<file path="src/rtl/wptr_full_level.sv">
// Write-side pointer, full/next-full flags, fill level, almost-full and sticky overflow
// for the write clock domain of an asynchronous FIFO.
module wptr_full_level #(
   parameter int unsigned ADDRSIZE = 4
) (
   input  logic                wclk,
   input  logic                wrst,
   input  logic                winc,
   input  logic [ADDRSIZE:0]   wq2_rptr,
   input  logic [ADDRSIZE:0]   afull_lvl,
   input  logic                ovf_clr,
   output logic                wen,
   output logic [ADDRSIZE-1:0] waddr,
   output logic [ADDRSIZE:0]   wptr,
   output logic [1:0]          wfull,
   output logic [ADDRSIZE:0]   wlevel,
   output logic                walmost_full,
   output logic                wovf
);

   logic [ADDRSIZE:0] wbin;
   logic [ADDRSIZE:0] wbinnext;
   logic [ADDRSIZE:0] wbin2next;
   logic [ADDRSIZE:0] wgraynext;
   logic [ADDRSIZE:0] wgray_2next;
   logic [ADDRSIZE:0] full_target;
   logic [ADDRSIZE:0] rbin_s;
   logic [ADDRSIZE:0] wlevel_next;
   logic              wfull_val;
   logic              wnextfull_val;

   assign wen         = winc & ~wfull[0];
   assign waddr       = wbin[ADDRSIZE-1:0];
   assign wbinnext    = wbin + {{ADDRSIZE{1'b0}}, wen};
   assign wbin2next   = wbinnext + (ADDRSIZE+1)'(1);
   assign wgraynext   = (wbinnext >> 1) ^ wbinnext;
   assign wgray_2next = (wbin2next >> 1) ^ wbin2next;

   // Full when the write pointer is one lap ahead: top two Gray bits inverted, rest equal.
   assign full_target   = {~wq2_rptr[ADDRSIZE:ADDRSIZE-1], wq2_rptr[ADDRSIZE-2:0]};
   assign wfull_val     = (wgraynext == full_target);
   assign wnextfull_val = (wgray_2next == full_target);

   // Each binary bit is the XOR of all Gray bits at and above it.
   always_comb begin
      rbin_s = '0;
      for (int unsigned i = 0; i <= ADDRSIZE; i++) begin
         rbin_s[i] = ^(wq2_rptr >> i);
      end
   end

   assign wlevel_next = wbinnext - rbin_s;

   always_ff @(posedge wclk) begin
      if (wrst) begin
         wbin         <= '0;
         wptr         <= '0;
         wfull        <= 2'b00;
         wlevel       <= '0;
         walmost_full <= 1'b0;
         wovf         <= 1'b0;
      end else begin
         wbin         <= wbinnext;
         wptr         <= wgraynext;
         wfull        <= {wnextfull_val, wfull_val};
         wlevel       <= wlevel_next;
         walmost_full <= (wlevel_next >= afull_lvl);
         if (winc & wfull[0]) begin
            wovf <= 1'b1;
         end else if (ovf_clr) begin
            wovf <= 1'b0;
         end
      end
   end

endmodule

</file>
<file path="config.mk">
export PLATFORM = sky130hd
export DESIGN_NAME = wptr_full_level
export DESIGN_NICKNAME = d
export VERILOG_FILES = /design/src/rtl/wptr_full_level.sv
export SDC_FILE = /design/constraint.sdc
export NUM_CORES = 1
export LEC_CHECK = 0
export ABC_AREA = 0
export CORE_MARGIN = 5
export CORE_UTILIZATION = 47
export DETAILED_ROUTE_END_ITERATION = 7
export PLACE_DENSITY = 0.78
export SETUP_SLACK_MARGIN = 0.05
export SYNTH_ARGS = -nofsm -noshare
export SYNTH_HDL_FRONTEND = slang
export SYNTH_SLANG_ARGS = --single-unit
</file>
<file path="constraint.sdc">
create_clock -name wclk -period 4.1 [get_ports wclk]
set_input_delay 0.82 -clock wclk [delete_from_list [all_inputs] [get_ports wclk]]
set_output_delay 0.82 -clock wclk [all_outputs]
set_load 0.02 [all_outputs]
</file>
== Word level (Yosys, flattened, before mapping) ==
Index checks and enable logic that the tools add are counted.
W data, S select, Z words.
Cells by class
  $add $sub $neg: 3
  $lt $le $gt $ge: 1
  equality and inequality tests: 2
  multiplexer cells: 2
  bitwise operators: 6
  reductions and logical operators: 6
Operators by type and width (count)
  $reduce_xor A5 Y1: 5
  $eq A5 B5 Y1: 2
  $xor A4 B5 Y5: 2
  $add A5 B1 Y5: 1
  $add A5 B1 Y5 const B: 1
  $ge A5 B5 Y1: 1
  $sub A5 B5 Y5: 1
  $and A1 B1 Y1: 2
  $mux W1: 2
  $not A2 Y2: 1
  $reduce_bool A2 Y1: 1
  $not A1 Y1: 1
Word-level totals
  register bits: 19
  input port bits: 14
  output and inout port bits: 19
  word-level logic and storage cells: 26

== Longest topological paths before layout ==
  depth after elaboration: 6
  depth in mapped cells: 13
  gate-level depth less buffers: 13

== Worst setup path before layout ==
Ideal clock, no wire load.
  path kind: in2reg
  start point: input winc
  end point: register walmost_full
  setup time: 0.128 ns
  arrival: 3.303 ns
  data required time: 3.972 ns
  path slack: 0.670 ns
  stages on the path: 12
  path buffers: 0
  cells stage by stage: nor2b_2 -> and2_1 -> ha_1 -> xnor2_4 -> inv_1 -> ha_1 -> a221o_2 -> xor2_1 -> ha_1 -> a21o_1 -> a21oi_1 -> nor2_1
On the way
  cells in the longest elaborated chain, start to end: 4
Ends and longest elaborated chain
  start: declaration: RTL line 8  | input logic winc,
  $and A1 B1 Y1: RTL line 32  | assign wen = winc & ~wfull[0];
  $add A5 B1 Y5: RTL line 34  | assign wbinnext = wbin + {{ADDRSIZE{1'b0}}, wen};
  net wbinnext[2]: RTL line 22  | logic [ADDRSIZE:0] wbinnext;
  $sub A5 B5 Y5: RTL line 52  | assign wlevel_next = wbinnext - rbin_s;
  net wlevel_next[3]: RTL line 28  | logic [ADDRSIZE:0] wlevel_next;
  $ge A5 B5 Y1: RTL line 67  | walmost_full <= (wlevel_next >= afull_lvl);
  end signal: assignment: RTL line 67
  end: declaration: RTL line 17  | output logic walmost_full,
The timed path passes the listed nets, and every way through them passes these cells.
A chain may end at the register's enable or synchronous reset.

== Final worst setup path ==
  start point: input wq2_rptr[4]
  end point: register walmost_full
On the way
  cells in the longest elaborated chain, start to end: 3
  elaborated cells between the ends (all ways): 7
  classes of those cells: add/sub: 1; order compare: 1; reduce/logical: 5
Ends and longest elaborated chain
  start: declaration: RTL line 9  | input logic [ADDRSIZE:0] wq2_rptr,
  $reduce_xor A5 Y1: RTL line 48  | rbin_s[i] = ^(wq2_rptr >> i);
  $sub A5 B5 Y5 *: RTL line 52
  net wlevel_next[1]: RTL line 28
  $ge A5 B5 Y1 *: RTL line 67
Mark *: on every way through the listed nets, which the timed path passes. The rest lies on a longest branch.

==> impl_metrics.ini <==
[place]
routabilityCongestion = 0.761
dp_hpwl_um = 2150
io_buffers = 32

[routing]
drtPass1Iterations = 4
drt_iter0_markers = 25
via_count = 994
avgRoutedWirePerCell_um = 13.6
drc = 0
drtAntennaViolNets = 0
drt_wl_total_um = 2670
post_drt_via_cell_ratio = 5.07

[worst_setup_path]
r2r_end = walmost_full
crit_required_ns = 4.28
critical_path_class = in -> reg
cp-endpoint = walmost_full
slowest_delay_ns = 0.51
crit_arrival_ns = 3.92
cp_common_cell = a21o_1
cp_cell_sequence = clkdlybuf4s50_1 -> xnor2_2 -> xor2_2 -> xor2_1 -> xnor2_1 -> ha_1 -> fa_1 -> inv_1 -> ha_1 -> a21o_1 -> a21o_1 -> a21o_1 -> a21oi_1 -> nor2_1
cp_max_fo = 3
reg2reg_setup_slack_ns = 1.17
startpoint = wq2_rptr[4]
crit_path_top_delay_cell = clkdlybuf4s50_1
reg2reg_from = wfull[0]
reg2regPathDepth = 12
critPathCaptureType = flop
start_kind = input pin

[power_and_ir_drop]
clockPowerShare_pct = 19.5
power.switching_mw = 0.204
leakage_nw = 0.682
vdd_drop_max_mv = 0.241
p_seq_share_pct = 33.9
combinationalPowerShare_pct = 46.6
netSwitchingFraction_pct = 34.0
pwr_density_cell_mw_per_mm2 = 371
p_int_mw = 0.396

[die]
coreArea_mm2 = 0.00245
io_pins = 33
die_h_um = 60.4
die_width_um = 60.4
initial_utilization_pct = 48.7
dieArea_mm2 = 0.00365
fp-row-count = 18

[layout]
drive_above_1_share_pct = 10.8
layout_common_cells = clkdlybuf4s50_1, dfxtp_1, xnor2_1
fin_nets = 193
antenna_cells = 0
layout_commonest_cell = clkdlybuf4s50_1
utilization_pct = 66.0
area_growth_pct = 35.5

[yosys]
muxShareOfSynthArea_pct = 0
avgSynthCellArea_um2 = 9.41
synth_cell_type_count = 33
synth-seq-cells = 18
synth_compound_area_share_pct = 9.53
ys_seq_area_share_pct = 30.2
synthXorXnorAreaFrac_pct = 25.3
syn_area_mm2 = 0.00119
ys_top_cells_by_area = dfxtp_1, xnor2_1, ha_1, xor2_1, nor2_1
synth_top_area_cell = dfxtp_1
synth_cells = 127
ys_warn_count = 0
synth-simple-area-share_pct = 17.1
syn-num-nets = 153
yosys.area.top_type_share_pct = 30.2
synthAdderAreaFrac_pct = 13.2
synth_top_family_by_area = XOR/XNOR gates

[global_routing]
overflow = 0
grt_pass1_wl_um = 4490
grt_pass1_vias = 1031
antenna_found_initial = 0
grt_max_degree = 19
grt_usage_pct = 16.7

[timing]
hold_viol = 0
rsz0062_at_grt = false
tightest_slew_ns = 0.669
fmax_mhz = 267
timing.final.crit_period_ns = 3.74
max_slew_margin_pct = 55.2
tns_ns = 0
slew_viol_final = 0
fin_crit_sh_pct = 91.3
fin_worst_skew_ns = 0.00565
setup_violations = 0

[clock_tree]
cts_hold_buf = 0
cts_tree = built
clockBufferDepth = 2
clk_pin_slew_ns = 0.11
htree_levels = 1
cts_resized = 0
post_cts.repair.setup_buffers = 0
clkLatencyLatePin_ns = 0.31
cts_root_buf = clkbuf_4
clock_sinks = 18
cts_made_buffers = 3

[worst_hold_path]
hold_start = wovf
worstHoldPathType = reg -> reg

[run_status]
outcome = completed

[job]
maxCapViolCount = 0
## metrics by stage
stage	power, mW	instance area (um2)	cells	hold WS, ns	setup WS, ns
3_5_place_dp	0.489	1580	192	0.482	0.0175
2_1_floorplan	0.392	1190	127	0.542	0.670
5_1_grt	0.641	1620	196	0.523	0.135
6_report	0.600	1620	196	0.487	0.356
4_1_cts	0.603	1620	196	0.497	0.346
3_3_place_gp	0.479	1580	192	0.457	0.163
## how the worst min path moves through the flow
stage,cells past startpoint,slack (ns),end
3_3_place_gp,2,0.46,wovf
2_1_floorplan,2,0.54,wovf
6_report,2,0.49,wovf
4_1_cts,2,0.50,wovf
3_5_place_dp,2,0.48,wovf
5_1_grt,2,0.52,wovf
## sequential cells by signal, indices dropped and copies added, names as in the netlist
signal	count
wlevel	5
wptr	5
wbin	4
wfull	2
walmost_full	1
wovf	1
## area by class of cell
| cell class | count | area, um2 |
|---|---|---|
| Tap cell | 30 | 37.5 |
| Sequential cell | 18 | 360 |
| Inverter | 11 | 41.3 |
| Timing Repair Buffer | 38 | 365 |
| Clock buffer | 4 | 36.3 |
| Fill cell | 209 | 836 |
| Multi-Input combinational cell | 95 | 778 |
## cells in the mapped netlist (all sizes together)
cell,n
nand3,5
a211oi,1
and2,1
nand3b,1
xor2,10
and4,1
a31oi,1
dfxtp,18
and3,1
a221oi,1
o2111ai,1
a221o,2
or3,2
clkbuf,2
xnor2,19
inv,11
a21o,3
fa,1
nor2b,7
ha,11
or4bb,1
nor2,12
o21ai,1
buf,1
nand2b,2
o211ai,1
a21oi,4
nand2,6
## routing by layer
| metal | vias up | GRT usage [%] | part of all wire [%] |
|---|---|---|---|
| met1 | 467 | 19.4 | 43 |
| met4 | 0 | 11.5 | 3.5 |
| met2 | 23 | 28.4 | 49 |
| li1 | 494 | - | - |
| met3 | 10 | 2.13 | 4.0 |
| met5 | - | 0 | 0 |
## power by group through the flow
stage | Clock [mW] | Combinational, mW | Sequential (mW)
after CTS | 0.117 | 0.282 | 0.204
after global routing | 0.123 | 0.311 | 0.206
after global placement | 0 | 0.272 | 0.207
final | 0.117 | 0.280 | 0.203
after detailed placement | 0 | 0.281 | 0.208
after floorplan | 0 | 0.158 | 0.234
## cells by family after synthesis
group,Yosys count
XOR/XNOR,29
AND/OR/NAND/NOR,39
buffers and inverters,14
flip-flops,18
adder cells (fa/ha/maj),12
AO/OA/AOI/OAI,15
## worst max-delay path: cells and delay by family
kind	cells	cell delay, ns
adder cells (fa/ha/maj)	3	0.98
AO/OA/AOI/OAI	4	0.60
XOR/XNOR	4	0.90
AND/OR/NAND/NOR	1	0.05
buffers and inverters	2	0.56
Note: power is estimated with default switching activity, not from simulation.
